==> config.mk <==
export PLATFORM = sky130hd
export DESIGN_NAME = exotiny_mem_arb
export DESIGN_NICKNAME = d
export VERILOG_FILES = /design/src/rtl/exotiny_pkg.sv /design/src/rtl/exotiny_arb_wdog.sv /design/src/rtl/exotiny_mem_arb.sv
export SDC_FILE = /design/constraint.sdc
export NUM_CORES = 1
export LEC_CHECK = 0
export CAP_MARGIN = 20
export CORE_AREA = 2 2 107 109
export DETAILED_ROUTE_END_ITERATION = 10
export DIE_AREA = 0 0 109 111
export GPL_ROUTABILITY_DRIVEN = 0
export SYNTH_ARGS = -nofsm -noshare
export SYNTH_HDL_FRONTEND = slang
export SYNTH_HIERARCHICAL = 1
export SYNTH_SLANG_ARGS = --single-unit
==> constraint.sdc <==
create_clock -name clk_i -period 3.2 [get_ports clk_i]
set_input_delay 0.8 -clock clk_i [delete_from_list [all_inputs] [get_ports clk_i]]
set_output_delay 0.8 -clock clk_i [all_outputs]
set_load 0.1 [all_outputs]
==> src/rtl/exotiny_pkg.sv <==
// Shared types and defaults for the ExoTiny memory-port arbiter.
// Latency: n/a (types and constants only).
// Backpressure: n/a.
package exotiny_pkg;

  // Arbiter FSM states; the fixed encoding keeps older netlists compatible.
  typedef enum logic [1:0] {
    IDLE  = 2'd0,
    GNT_I = 2'd1,
    GNT_D = 2'd2,
    ABORT = 2'd3
  } arb_state_t;

  // Bus masters competing for the single QSPI controller port.
  typedef enum logic {
    M_IMEM = 1'b0,
    M_DMEM = 1'b1
  } arb_master_t;

  localparam int unsigned ARB_TIMEOUT_DEFAULT = 1023;

endpackage

==> src/rtl/exotiny_arb_wdog.sv <==
// Per-transaction watchdog: counts stalled granted cycles, flags terminal count.
// Latency: tc_o is combinational on the cycle the count would reach TIMEOUT.
// Backpressure: none; it only observes, clears itself on terminal count or clr_i.
module exotiny_arb_wdog
  import exotiny_pkg::*;
#(
  parameter int unsigned TIMEOUT = ARB_TIMEOUT_DEFAULT,
  localparam int unsigned TO_W = $clog2(TIMEOUT + 1)
) (
  input  logic            clk_i,
  input  logic            rst_i,
  input  logic            clr_i,
  input  logic            load_i,
  input  logic [TO_W-1:0] load_val_i,
  input  logic            inc_i,
  output logic            tc_o
);

  // TIMEOUT stalled cycles have elapsed when the count sits at TIMEOUT-1 and increments again.
  localparam logic [TO_W-1:0] TC_VAL = TO_W'(TIMEOUT - 1);

  logic [TO_W-1:0] cnt_q, cnt_d;

  assign tc_o = inc_i && (cnt_q == TC_VAL);

  // Next count: clear wins over load, load wins over increment; wrap to zero on terminal count.
  always_comb begin
    cnt_d = cnt_q;
    if (clr_i || tc_o) begin
      cnt_d = '0;
    end else if (load_i) begin
      cnt_d = load_val_i;
    end else if (inc_i) begin
      cnt_d = cnt_q + 1'b1;
    end
  end

  // Counter register with synchronous reset.
  always_ff @(posedge clk_i) begin
    if (rst_i) begin
      cnt_q <= '0;
    end else begin
      cnt_q <= cnt_d;
    end
  end

endmodule

==> src/rtl/exotiny_mem_arb.sv <==
// Round-robin Wishbone arbiter: imem/dmem masters onto one QSPI memory port, with watchdog abort.
// Latency: grant one cycle after request in IDLE; slave ack/data forwarded combinationally.
// Backpressure: the losing master simply sees no ack and keeps its request pending.
module exotiny_mem_arb
  import exotiny_pkg::*;
#(
  parameter int unsigned ADR_W   = 32,
  parameter int unsigned TIMEOUT = ARB_TIMEOUT_DEFAULT
) (
  input  logic             clk_i,
  input  logic             rst_i,
  input  logic             imem_stb_i,
  input  logic [ADR_W-1:0] imem_adr_i,
  output logic [31:0]      imem_dat_o,
  output logic             imem_ack_o,
  input  logic             dmem_cyc_i,
  input  logic             dmem_stb_i,
  input  logic             dmem_we_i,
  input  logic [3:0]       dmem_be_i,
  input  logic [ADR_W-1:0] dmem_adr_i,
  input  logic [31:0]      dmem_dat_i,
  output logic [31:0]      dmem_dat_o,
  output logic             dmem_ack_o,
  output logic             mem_cyc_o,
  output logic             mem_stb_o,
  output logic             mem_we_o,
  output logic [3:0]       mem_be_o,
  output logic [ADR_W-1:0] mem_adr_o,
  output logic [31:0]      mem_dat_o,
  input  logic [31:0]      mem_dat_i,
  input  logic             mem_ack_i,
  output logic             to_flag_o,
  input  logic             to_clr_i
);

  arb_state_t  state_q, state_d;
  arb_master_t last_q, last_d;
  logic        to_flag_q, to_flag_d;

  logic        req_i, req_d;
  logic        gnt_i, gnt_d, granted, in_abort;
  logic        gnt_req;
  arb_master_t gnt_m;
  logic        wd_inc, wd_clr, wd_tc;

  assign req_i    = imem_stb_i;
  assign req_d    = dmem_cyc_i & dmem_stb_i;
  assign gnt_i    = (state_q == GNT_I);
  assign gnt_d    = (state_q == GNT_D);
  assign granted  = gnt_i | gnt_d;
  assign in_abort = (state_q == ABORT);
  assign gnt_m    = gnt_d ? M_DMEM : M_IMEM;
  // Request of whichever master holds the grant (don't-care outside GNT_x).
  assign gnt_req  = gnt_d ? req_d : req_i;

  // Only a granted, still-requesting, un-acked cycle counts as stalled.
  assign wd_inc = granted & gnt_req & ~mem_ack_i;
  assign wd_clr = ~wd_inc;

  exotiny_arb_wdog #(
    .TIMEOUT (TIMEOUT)
  ) u_wdog (
    .clk_i      (clk_i),
    .rst_i      (rst_i),
    .clr_i      (wd_clr),
    .load_i     (1'b0),
    .load_val_i ('0),
    .inc_i      (wd_inc),
    .tc_o       (wd_tc)
  );

  // Arbitration, completion/abandon and watchdog abort; timeout set beats software clear.
  always_comb begin
    state_d   = state_q;
    last_d    = last_q;
    to_flag_d = to_flag_q & ~to_clr_i;
    case (state_q)
      IDLE: begin
        if (req_i && req_d) begin
          state_d = (last_q == M_IMEM) ? GNT_D : GNT_I;
        end else if (req_i) begin
          state_d = GNT_I;
        end else if (req_d) begin
          state_d = GNT_D;
        end
      end
      GNT_I, GNT_D: begin
        if (mem_ack_i || !gnt_req) begin
          state_d = IDLE;
          last_d  = gnt_m;
        end else if (wd_tc) begin
          state_d   = ABORT;
          last_d    = gnt_m;
          to_flag_d = 1'b1;
        end
      end
      ABORT:   state_d = IDLE;
      default: state_d = IDLE;
    endcase
  end

  // State registers; reset drops any grant at the next edge and favours dmem on the first tie.
  always_ff @(posedge clk_i) begin
    if (rst_i) begin
      state_q   <= IDLE;
      last_q    <= M_IMEM;
      to_flag_q <= 1'b0;
    end else begin
      state_q   <= state_d;
      last_q    <= last_d;
      to_flag_q <= to_flag_d;
    end
  end

  // Slave side: granted master's request muxed through, everything zero otherwise.
  assign mem_cyc_o = granted;
  assign mem_stb_o = granted;
  assign mem_we_o  = gnt_d & dmem_we_i;
  assign mem_be_o  = gnt_d ? dmem_be_i  : (gnt_i ? 4'hF : 4'h0);
  assign mem_adr_o = gnt_d ? dmem_adr_i : (gnt_i ? imem_adr_i : '0);
  assign mem_dat_o = gnt_d ? dmem_dat_i : 32'h0;

  // Master side: ack only to the grant holder; ABORT acks the master just served (last_q) with zero data.
  assign imem_ack_o = (gnt_i & mem_ack_i) | (in_abort & (last_q == M_IMEM));
  assign dmem_ack_o = (gnt_d & mem_ack_i) | (in_abort & (last_q == M_DMEM));
  assign imem_dat_o = in_abort ? 32'h0 : mem_dat_i;
  assign dmem_dat_o = in_abort ? 32'h0 : mem_dat_i;
  assign to_flag_o  = to_flag_q;

endmodule

==> results of run 1 <==
==> critical path, delay by kind of cell, from the launching register on <==
| kind | cells | cell delay, ns |
|---|---|---|
| simple gates | 1 | 0.16 |
| buf+inv | 3 | 0.66 |
| compound gates | 1 | 0.28 |
| flops | 1 | 0.35 |
| fa+ha+maj | 1 | 0.34 |
==> layout make-up <==
type | instances | area (µm²) | area share
multi-input cells | 204 | 1410 | 0.229
inverters | 10 | 37.5 | 0.00609
repair buffers | 283 | 4160 | 0.675
clock buffers | 4 | 88.8 | 0.0144
flip-flops and latches | 14 | 280 | 0.0455
well taps | 143 | 179 | 0.0290
diodes | 2 | 5.00 | 0.000812
==> power by group through the flow <==
stage          registers, mW  clock network, mW  logic [mW]
3_5_place_dp           0.215                  0        5.95
3_3_place_gp           0.213                  0        5.92
4_1_cts                0.211              0.271        5.96
5_1_grt                0.213              0.278        6.07
6_report               0.212              0.265        5.92
2_1_floorplan          0.209                  0        3.81
==> per-stage QoR <==
step | cell area, µm² | setup slack, ns | std cells | TNS, ns
finish | 6160 | 0.349 | 660 | 0
global route | 6160 | 0.216 | 658 | 0
CTS | 6160 | 0.327 | 658 | 0
detailed placement | 6070 | 0.358 | 654 | 0
global placement | 6070 | 0.424 | 654 | 0
floorplan | 2050 | -0.262 | 279 | -8.11
==> cell families (layout without fill, tap and decap cells) <==
kind of cell,Yosys count,after routing,synth area share
and+or+nand+nor,107,107,0.325
other,1,20,0.00189
adders and majority gates,7,7,0.0442
muxes,3,3,0.0152
AOI/OAI and AO/OA,61,61,0.253
buffers and inverters,61,297,0.184
DFF,14,14,0.141
xor gates and xnor gates,8,8,0.0353
==> worst max-delay path by stage <==
stage	cells after the start	startpoint	endpoint
after floorplan	2	mem_dat_i[0]	imem_dat_o[0]
after global placement	3	mem_dat_i[20]	dmem_dat_o[20]
after detailed placement	8	mem_ack_i	state_q[0]
after CTS	6	state_q[0]	mem_adr_o[4]
after global routing	6	state_q[0]	mem_adr_o[4]
final	6	state_q[0]	mem_adr_o[4]
==> routing by layer <==
metal	vias to the layer above	share of wire	routed length, µm	track usage
met4	2	0.0091	104	0.0188
met1	1264	0.40	4550	0.222
li1	1359	-	-	-
met3	12	0.098	1120	0.0741
met2	122	0.49	5640	0.308
met5	-	0.0011	13	0
==> registers in the layout, summed over array words and instances (netlist names) <==
name          flops
u_wdog/cnt_q     10
state_q           2
last_q            1
to_flag_o         1
==> layout by cell type (no fill, tap or decap), drive strengths merged, types with 3 or more instances in the layout <==
master         count
xnor2              4
o211a              4
nand4              4
clkdlybuf4s50    139
nor2               9
o21ai              6
conb              18
inv               10
nor2b             35
and2              33
dfxtp             14
a22o              33
nand2b             6
xor2               4
nand3              5
nand2              5
mux2i              3
clkbuf             4
a21o               5
nor3               6
buf              144
a21oi              5
a211oi             5
ha                 7
==> impl_metrics.ini, run 1 <==
[outcome]
status = complete, no violations

[critical_path]
slowest_stage = dfxtp_1
critical_path_class = reg2out
crit_path_end_kind = output pin
r2r_cells = 9
crit_path_start_kind = flip-flop
crit_fanout = 36
ff2ff_setup_slack_ns = 0.74
slowest_delay_ns = 0.35
cp_cell_sequence = inv_1 -> ha_2 -> nor2b_2 -> buf_4 -> a22o_1 -> buf_12
crit_arrival_ns = 2.05
r2r_start = state_q[0]
required_ns = 2.40
r2r_end = state_q[0]

[detailed_routing]
ant_nets = 0
avgRoutedWirePerCell_um = 17.3
remaining_drc_errors = 0
drt-total-wl_um = 11400
via_count = 2759
dr.pass1.iters = 4
drt_iter0_drc = 121
vias_per_cell = 4.18

[power_and_ir_drop]
seqPwrFrac = 0.033
p_per_area_mw_per_mm2 = 1040
peakVddDrop_mv = 0.742
design_power_total_mw = 6.40
p_comb_frac = 0.925
swShare = 0.634
clkPwrFrac = 0.041
intPower_mw = 2.34
p_leak_nw = 2.61
switching_power_mw = 4.05

[clocking]
cts_setup_buffers = 0
cts.repair.resized = 0
clk_pin_slew_ns = 0.05
ctsRootBufferMaster = clkbuf_16
ctsHoldBuffers = 0
cts_tree = yes
clk_latency_ns = 0.24
cts-htree-levels = 1
cts_buffers = 3
cts.path.max_buffers = 2
cts_sinks = 14

[yosys]
synthDominantCellAreaShare = 0.146
yosys_warnings = 6
synthMostInstantiatedCell = nor2b_1
synthTopCellsByArea = a22o_1 15%, dfxtp_1 14%, buf_4 13%
synth_seq_area_share = 0.141
ys.flop_type = dfxtp_1
synthArstFlopShare = 0
netlist_top_cells_count = 35 x nor2b_1, 34 x buf_4, 33 x a22o_1, 33 x and2_1, 14 x dfxtp_1
syn_area_mm2 = 0.00198
synth_area_leader_cell = a22o_1
synth_cells = 262
synth_area_per_cell_um2 = 7.56
synth_cell_types = 36
yosys_register_bits = 14
synth_edf_count = 0

[finish]
fin_nets = 663
n_fill_cell = 931
drive_gt1_frac = 0.307
fin_util = 0.556
syn2layout_area_growth_pct = 211

[global_routing]
grt_pass1_vias = 2727
antenna_found_initial = 5
grt_pass1_wl_um = 16800
globalRouteTotalUtil = 0.182
grt-ovfl-total = 0
grt_start_max_net_pins = 37

[job]
maxCapViolCount = 0

[min_path]
min_to = state_q[0]
min_path_type = reg2reg
min_path_cells = 2
worstHoldStart = state_q[0]

[placed_design]
port-buffer-count = 277
hpwl_um = 10100

[die]
die_h_um = 111
die_area_mm2 = 0.0121
num_rows = 39
ios = 278
initial_core_util = 0.179
die_x_um = 109
core_mm2 = 0.0111

[sta]
fin_skew_ns = 0.00326
whs_ns = 0.594
maxSlewViolCount = 0
rsz0062_at_grt = no
max_slew_margin = 0.647
fmax_mhz = 351
fin_crit_sh = 0.891
hold_violations = 0
min_period_ns = 2.85
tightest_slew_ns = 0.526
setup_violations = 0
(Power assumes the default switching activity.)
==> run 2, diff against run 1 <==
CTS_CLUSTER_SIZE = 28   (was not set)
PLACE_DENSITY_LB_ADDON = 0.2   (was not set)
==> run 2 against run 1 <==
- worst hold slack hardly changed
- largest power group unchanged
- die area stayed put
- worst setup slack better by 0.057 ns
- global-route usage is 1.2 points higher
- critical endpoint is now mem_adr_o[5]
- power rose by 0.24%
- sequential share of layout area about the same
==> impl_metrics.ini, run 2 (synthesis gave the netlist of run 1 again) <==
[finish]
syn2layout_area_growth_pct = 211
drive_gt1_frac = 0.308
fin_nets = 664
layout_commonest_cell = clkdlybuf4s50_1
top_register = u_wdog/cnt_q
largest_register_ffs = 10
top_regs = u_wdog/cnt_q (10), state_q (2)
mostFrequentLayoutCells = 139 x clkdlybuf4s50_1, 135 x buf_12, 33 x nor2b_1, 33 x and2_1, 33 x a22o_1

[power_and_ir_drop]
intPower_mw = 2.35
clkPwrFrac = 0.041
swShare = 0.634
seqPwrFrac = 0.033
peakVddDrop_mv = 0.668
p_comb_frac = 0.926
p_per_area_mw_per_mm2 = 1040
p_leak_nw = 2.62
switching_power_mw = 4.07

[sta]
rsz0062_at_grt = no
min_period_ns = 2.79
hold_violations = 0
fmax_mhz = 358
fin_skew_ns = 0.00242
maxSlewViolCount = 0
setup_violations = 0
finalSetupTns_ns = 0
max_slew_margin = 0.631
fin_ws_ns = 0.405
fin_crit_sh = 0.873
tightest_slew_ns = 0.552

[critical_path]
crit_path_start_kind = flip-flop
required_ns = 2.40
crit_path_end_kind = output pin
cp_cell_sequence = inv_1 -> ha_2 -> nor2b_2 -> buf_4 -> a22o_1 -> buf_12
slowest_stage = dfxtp_1
slowest_delay_ns = 0.35
critPathTopFamily = buffers and inverters
critical_path_class = reg2out
crit_arrival_ns = 1.99
crit_fanout = 36
crit_buf_inv = 3

[detailed_routing]
dr.pass1.iters = 4
drt_iter0_drc = 142
remaining_drc_errors = 0
ant_nets = 0
vias_per_cell = 4.19
avgRoutedWirePerCell_um = 18.7
via_count = 2770
drt-total-wl_um = 12400

[placed_design]
port-buffer-count = 277
dp_slack_ns = 0.444
hpwl_um = 10900

[clocking]
cts-htree-levels = 1
clk_pin_slew_ns = 0.05
cts_tree = yes
cts.path.max_buffers = 2
ctsRootBufferMaster = clkbuf_16
ctsHoldBuffers = 0
cts_buffers = 3
cts.repair.resized = 0
clk_latency_ns = 0.25
cts_setup_buffers = 0
cts_sinks = 14

[die]
die_x_um = 109
initial_core_util = 0.179
num_rows = 39
die_area_mm2 = 0.0121
core_mm2 = 0.0111
ios = 278
die_h_um = 111

[global_routing]
globalRouteTotalUtil = 0.195
antenna_found_initial = 2
grt_pass1_wl_um = 17600
grt_pass1_vias = 2664
grt_start_max_net_pins = 37
grt-ovfl-total = 0

[outcome]
status = complete, no violations

[job]
maxCapViolCount = 0

[min_path]
min_path_type = reg2reg
[run 2: cell count changes in the layout (fill, tap and decap cells not counted)]
cell,before,now
buf_4,9,10
[run 2: worst paths after layout]
path | startpoint | to | slack [ns] | cells past startpoint
hold reg to reg | state_q[0] | state_q[0] | 0.59 | 2
hold / removal | state_q[0] | state_q[0] | 0.59 | 2
setup / recovery | state_q[0] | mem_adr_o[5] | 0.41 | 6
setup reg to reg | state_q[0] | u_wdog/cnt_q[5] | 0.97 | 9
[run 2: power by group through the flow]
stage          registers (mW)  clock network [mW]  logic, mW
5_1_grt                 0.212               0.279       6.07
3_3_place_gp            0.212                   0       5.94
2_1_floorplan           0.209                   0       3.81
4_1_cts                 0.210               0.271       5.97
6_report                0.210               0.265       5.94
3_5_place_dp            0.213                   0       5.96
[run 2: layer usage]
metal,global-route usage,share of wire,up-vias
met1,0.229,0.38,1295
met3,0.0517,0.075,8
met5,0,0,-
met2,0.350,0.53,108
li1,-,-,1359
met4,0.0359,0.011,0
[run 2: worst reg2reg max path, delay by kind of cell (launching register included)]
family	cells	cell delay (ns)
AOI/OAI and AO/OA	3	0.48
DFF	1	0.35
adders and majority gates	1	0.31
buffers and inverters	2	0.30
and+or+nand+nor	3	0.73
[run 2: area by class of cell]
cell class	count	area, µm²
multi-input cells	204	1410
inverters	10	37.5
diodes	2	5.00
repair buffers	284	4170
fillers	951	4910
well taps	143	179
clock buffers	4	88.8
flip-flops and latches	14	280
[run 2: metrics by stage]
| step | total power, mW | instances | hold slack [ns] | cell area, µm² | utilization |
|---|---|---|---|---|---|
| 2_1_floorplan | 4.02 | 279 | 0.533 | 2050 | - |
| 3_3_place_gp | 6.15 | 655 | 0.573 | 6070 | 0.548 |
| 3_5_place_dp | 6.18 | 655 | 0.586 | 6070 | 0.548 |
| 4_1_cts | 6.45 | 659 | 0.593 | 6160 | 0.556 |
| 5_1_grt | 6.56 | 660 | 0.625 | 6170 | 0.557 |
| 6_report | 6.41 | 661 | 0.594 | 6170 | 0.557 |
